===== src/rtl/piso_dir_serializer.sv =====
// piso_dir_serializer: parallel-in, serial-out shifter with per-word bit order.
// A word is accepted via load_valid/load_ready and emitted one bit per clock,
// qualified by bit_valid, with done marking the last bit of each frame.
//
//   state | meaning
//   ------+-----------------------------------------------------------
//   IDLE  | no frame in progress; outputs quiet, ready for a new word
//   SHIFT | emitting shreg one bit per clock; cnt counts bits sent
//
module piso_dir_serializer #(
  parameter int WIDTH = 4
) (
  input  logic             clk,
  input  logic             rst,
  input  logic             load_valid,
  output logic             load_ready,
  input  logic [WIDTH-1:0] load_data,
  input  logic             dir,
  output logic             serial_out,
  output logic             bit_valid,
  output logic             busy,
  output logic             done
);

  localparam int CW = $clog2(WIDTH);
  localparam logic [CW-1:0] CNT_LAST = CW'(WIDTH - 1);

  typedef enum logic {
    IDLE  = 1'b0,
    SHIFT = 1'b1
  } state_t;

  state_t           state_q;
  state_t           state_d;
  logic [WIDTH-1:0] shreg;
  logic             dir_q;
  logic [CW-1:0]    cnt;
  logic             last_bit;
  logic             accept;

  // Last-bit and handshake decode; load_ready depends on registers only.
  always_comb begin
    last_bit   = (state_q == SHIFT) && (cnt == CNT_LAST);
    load_ready = (state_q == IDLE) || last_bit;
    accept     = load_valid && load_ready;
  end

  // State register; reset aborts any frame in flight.
  always_ff @(posedge clk or posedge rst) begin
    if (rst) begin
      state_q <= IDLE;
    end else begin
      state_q <= state_d;
    end
  end

  // Next state: an accepted word always lands in SHIFT (also back-to-back).
  always_comb begin
    state_d = state_q;
    case (state_q)
      IDLE: begin
        if (accept) state_d = SHIFT;
      end
      SHIFT: begin
        if (last_bit && !accept) state_d = IDLE;
      end
      default: state_d = IDLE;
    endcase
  end

  // Datapath: capture on accept, otherwise shift toward the emitting end.
  always_ff @(posedge clk or posedge rst) begin
    if (rst) begin
      shreg <= '0;
      dir_q <= 1'b0;
      cnt   <= '0;
    end else if (accept) begin
      shreg <= load_data;
      dir_q <= dir;
      cnt   <= '0;
    end else if (state_q == SHIFT) begin
      if (dir_q) begin
        shreg <= {shreg[WIDTH-2:0], 1'b0};
      end else begin
        shreg <= {1'b0, shreg[WIDTH-1:1]};
      end
      cnt <= last_bit ? '0 : cnt + CW'(1);
    end
  end

  // Outputs decoded purely from registered state.
  always_comb begin
    bit_valid  = (state_q == SHIFT);
    busy       = (state_q == SHIFT);
    done       = last_bit;
    serial_out = 1'b0;
    if (state_q == SHIFT) begin
      serial_out = dir_q ? shreg[WIDTH-1] : shreg[0];
    end
  end

endmodule


===== config.mk =====
export PLATFORM = sky130hd
export DESIGN_NAME = piso_dir_serializer
export DESIGN_NICKNAME = d
export VERILOG_FILES = /design/src/rtl/piso_dir_serializer.sv
export SDC_FILE = /design/constraint.sdc
export NUM_CORES = 1
export LEC_CHECK = 0
export CAP_MARGIN = 20
export CORE_AREA = 2 2 39 41
export CTS_CLUSTER_SIZE = 40
export DETAILED_ROUTE_END_ITERATION = 7
export DIE_AREA = 0 0 41 43
export GPL_TIMING_DRIVEN = 0
export SLEW_MARGIN = 20
export SYNTH_ARGS = -nofsm -noshare
export SYNTH_HDL_FRONTEND = slang
export SYNTH_SLANG_ARGS = --single-unit

===== constraint.sdc =====
create_clock -name clk -period 2.15 [get_ports clk]
set_clock_uncertainty 0.05 [all_clocks]
set_input_delay 0.645 -clock clk [delete_from_list [all_inputs] [get_ports clk]]
set_output_delay 0.645 -clock clk [all_outputs]
set_load 0.05 [all_outputs]

# After elaboration in Yosys (flattened, before gate mapping)
# Cells that the tools add are included.
[word_totals] regBits=8 inputBits=8 output_inout_bits=5 word_cells=24
[op_classes] add_sub_neg=1 eq_ne=1 n_mux=11 n_bitwise=1 n_reduce_logical=6
[ops] operator="$mux W4" count=3
[ops] operator="$mux W2" count=3
[ops] operator="$mux W1" count=4
[ops] operator="$logic_and A1 B1 Y1" count=3
[ops] operator="$add A2 B1 Y2 const B" count=1
[ops] operator="$eq A2 B2 Y1 const B" count=1
[ops] operator="$pmux W1 S2" count=1
[ops] operator="$reduce_bool A2 Y1" count=1
[ops] operator="$logic_not A1 Y1" count=1
[ops] operator="$logic_or A1 B1 Y1" count=1
[ops] operator="$not A1 Y1" count=1

# Depth between registers and ports, before layout
[logic_depth] depth_word=8 ltp_mapped=4 mapped_depth_nobuf=4

# Worst setup path after synthesis
# No wires, ideal clock.
[synth_timing] path_type="reg2out" startpoint="register state_q, in the netlist bit_valid" endpoint="output serial_out" t_arrival_ns=1.533 required_ns=1.455 path_slack_ns=-0.078 path_stages_with_launch=2 n_path_buf=0 path_cell_list="dfrtp_1 nor2b_1"
[synth_via] elab_chain_len=1
[synth_rtl] item="from (decl)" line="33" text="state_t state_q;"
[synth_rtl] item="from (signal assigned)" line="53" text="state_q <= state_d;"
[synth_rtl] item="$mux W1" line="97" text="if (state_q == SHIFT) begin"
[synth_rtl] item="to (decl)" line="19" text="output logic serial_out,"
# Every way passes these cells.

# Final worst setup path
[layout_timing] startpoint="register state_q, in the netlist bit_valid" endpoint="output bit_valid"
[layout_lines] item="to (decl)" line="20" text="output logic bit_valid,"
# No word-level cell between the ends.

==> metrics.md <==
| Metric | Value |
|---|---|
| Initial Utilization | 0.346 |
| Buf/Inv on CP | 1 |
| Fill count | 147 |
| Initial antenna violation count | 0 |
| Mux cell area share after synthesis | 0.209 |
| #FFs+latches synth | 8 |
| Detail Placement HPWL | 679 um |
| Net Sw Frac | 0.447 |
| Worst r2r path cells | 4 |
| Final setup fails | 0 |
| Met2 Track Usage GR | 0.197 |
| Crit path DAT | 1350 ps |
| GP Congestion | 0.696 |
| # DRC | 0 |
| Internal power | 535 uW |
| CTS buffer count | 3 |
| Via count | 371 |
| Synth Area in Compound Gates | 0.141 |
| CP Data Required Time | 1450 ps |
| Total Nets Final | 72 |
| Pre-CTS setup slack | -196 ps |
| Xor-xnor portion of the synthesized cell area | 0 |
| Total Die Area | 0.00176 mm^2 |
| Total Wirelength | 912 um |
| CP Depth | 1 |
| Fraction of layout cells with a size suffix above 1 | 0.328 |
| H-tree Lvls | 1 |
| Post-synthesis adder-cell area fraction | 0.0261 |
| I/O pin total | 13 |
| Simple-gate portion of the synthesized area | 0.128 |
| Share of the synthesized area in the top cell type | 0.418 |
| Hold path cells | 2 |
| Pleak | 0.292 nW |
| Routed WL per cell | 11.8 um |
| Psw | 433 uW |
| PortBufs | 12 |
| # Post-CTS Setup Buffers | 0 |
| Sequential Power Share | 0.314 |
| Most instantiated cells after synthesis | dfrtp_1, inv_1, mux2_2 |
| Final hold viol count | 0 |
| Achievable frequency | 489 MHz |
| Crit-path max FO | 11 |
| Core area | 0.00138 mm^2 |
| Post-synthesis cell area | 479 um^2 |
| Grt ovf | 0 |
| Clk pin slew, worst setup/hold paths | 50 ps |
| Mapped Avg Cell Area | 10.4 um^2 |
| CP delay by family, top | buffers and inverters |
| Total GRT Usage | 0.142 |
| Status | complete, no violations |
| Met1 Track Usage GR | 0.197 |
| Ys flop type | dfrtp_1 |
| Drt initial violations | 2 |
| DR pass1 iterations | 3 |
| CP max stage cell | dlygate4sd2_1 |
| VDD IR-drop max | 0.713 mV |
| Clk Tree Root Cell | clkbuf_4 |
| Largest family of logic cells by synthesized area | multiplexers |
| Logic gate share of total power | 0.571 |
| Cell taking the most area after synthesis | dfrtp_1 |
| PD cells | 1530 mW/mm^2 |
| Fin crit share | 0.952 |
| Post-Syn Nets | 55 |
| Via-to-Cell Ratio | 4.82 |
| First-pass GRT wire length | 1.65 mm |
| Ant. Diodes | 0 |
| Worst-Skew Late Latency | 250 ps |
| TritonCTS clock tree | built |
| ANT nets after route | 0 |
| Maximum root-to-sink buffer count | 2 |
| HP Class | reg2reg |
| RSZ-0062 raised after global routing | false |
| Synth warn | 0 |
| Async SR Flop Fraction | 1.00 |
| Busiest grt layer | met2 |
| Row Count | 14 |
| CP Capture Type | output pin |
| Worst path cell trace | dlygate4sd2_1 |
| Slew margin rel. | 0.682 |
| Top-count cell post-synth | dfrtp_1 |
| WS Path Type | reg2out |
| Setup WS post-layout | 104 ps |
| Die Y | 43 um |
| Largest net degree at the start of global routing | 12 |
| Die width | 41 um |
| Slowest cell delay on critical path | 570 ps |
| Synth area leaders | dfrtp_1, mux2_2, mux2_4, a31oi_1, inv_1 |
| # clock sinks | 8 |
| Met3 Usage GRT | 0.0314 |
| Max Cap Violations | 0 |
| Worst-Margin Slew | 480 ps |
| Sequential share of the synthesized area | 0.418 |
| Synth Instances | 46 |
| CP Launch Type | flop |
| Post-synth cell types | 21 |
| Area growth syn-to-layout | 31.9% |
| Hold_ws | 447 ps |
| Clk pwr share | 0.116 |
| Max Transition Viols Final | 0 |
| Number of global-route vias before repair | 403 |
| EDFF count, synth | 0 |
| Period minus WS final | 2050 ps |
[registers in the layout, indices dropped and copies added (netlist names)]
name and cells:
shreg 4, bit_valid 1, cnt 2, dir_q 1
[metal layers]
| metal | routed length (um) | up-vias |
|---|---|---|
| met3 | 43 | 0 |
| met2 | 431 | 9 |
| li1 | - | 191 |
| met4 | 0 | 0 |
| met1 | 436 | 171 |
| met5 | 0 | - |
[what timing repair did]
item / in CTS / in global routing
gates resized for setup: 14 / 4
endpoints found under the setup margin: 5 / 2
hold buffers: 0 / 0
endpoints found under the hold margin: 0 / 0
[stage by stage]
step | instance area, um^2 | std cells | power [mW] | utilization | TNS (ps)
4_1_cts | 641 | 77 | 0.985 | 0.463 | -76.2
5_1_grt | 632 | 77 | 1.05 | 0.457 | 0
2_1_floorplan | 482 | 46 | 0.731 | - | 0
6_report | 632 | 77 | 0.967 | 0.457 | 0
3_5_place_dp | 622 | 74 | 0.890 | 0.449 | -418
3_3_place_gp | 622 | 74 | 0.886 | 0.449 | -440
[cells in the final DEF (no fill, tap or decap), drive strengths merged]
master / netlist / routed
a21bo: 1 / 1
a21oi: 1 / 1
nand2b: 2 / 2
inv: 5 / 5
clkdlybuf4s50: 0 / 7
nand2: 3 / 3
and2: 1 / 1
clkbuf: 0 / 4
dfrtp: 8 / 8
and2b: 1 / 1
nor2b: 1 / 1
dlygate4sd2: 0 / 1
a31oi: 3 / 3
o22ai: 3 / 3
ha: 1 / 1
mux2: 7 / 7
nand3b: 1 / 1
clkdlybuf4s15: 0 / 1
mux2i: 1 / 1
buf: 2 / 4
o21ai: 3 / 3
nor2: 2 / 2
[worst reg2reg max path: cells and delay by family (launching register included)]
family / cells / cell delay (ps)
multiplexers: 1 / 290
adder cells (fa/ha/maj): 1 / 240
flip-flops: 1 / 390
AND/OR/NAND/NOR: 2 / 310
[kinds of logic (layout without fill, tap and decap cells)]
family | Yosys count | in the layout
flops | 8 | 8
fa+ha+maj | 1 | 1
compound gates | 11 | 11
mux | 8 | 8
simple gates | 11 | 11
buf+inv | 7 | 22
[power by group through the flow]
stage | logic (mW) | clock network [mW] | registers, mW
global placement | 0.579 | 0 | 0.307
CTS | 0.564 | 0.118 | 0.303
global route | 0.606 | 0.124 | 0.318
detailed placement | 0.584 | 0 | 0.306
floorplan | 0.427 | 0 | 0.304
finish | 0.552 | 0.112 | 0.303
[final timing paths]
check,slack [ps],start,end
min in group asynchronous,580,rst,cnt[0]
worst min register to register,450,cnt[1],cnt[1]
worst max register to register,750,cnt[0],dir_q
worst max-delay path,100,bit_valid,bit_valid
worst min-delay path,450,cnt[1],cnt[1]
max in group asynchronous,1240,rst,bit_valid
[cell type report]
type / count / area (um^2) / area share
inverters: 5 / 18.8 / 0.0297
flip-flops and latches: 8 / 200 / 0.317
well taps: 16 / 20.0 / 0.0317
clock buffers: 3 / 22.5 / 0.0356
repair buffers: 12 / 105 / 0.166
plain buffers: 2 / 18.8 / 0.0297
multi-input cells: 31 / 246 / 0.390
Note: power is estimated with default switching activity, not from simulation.
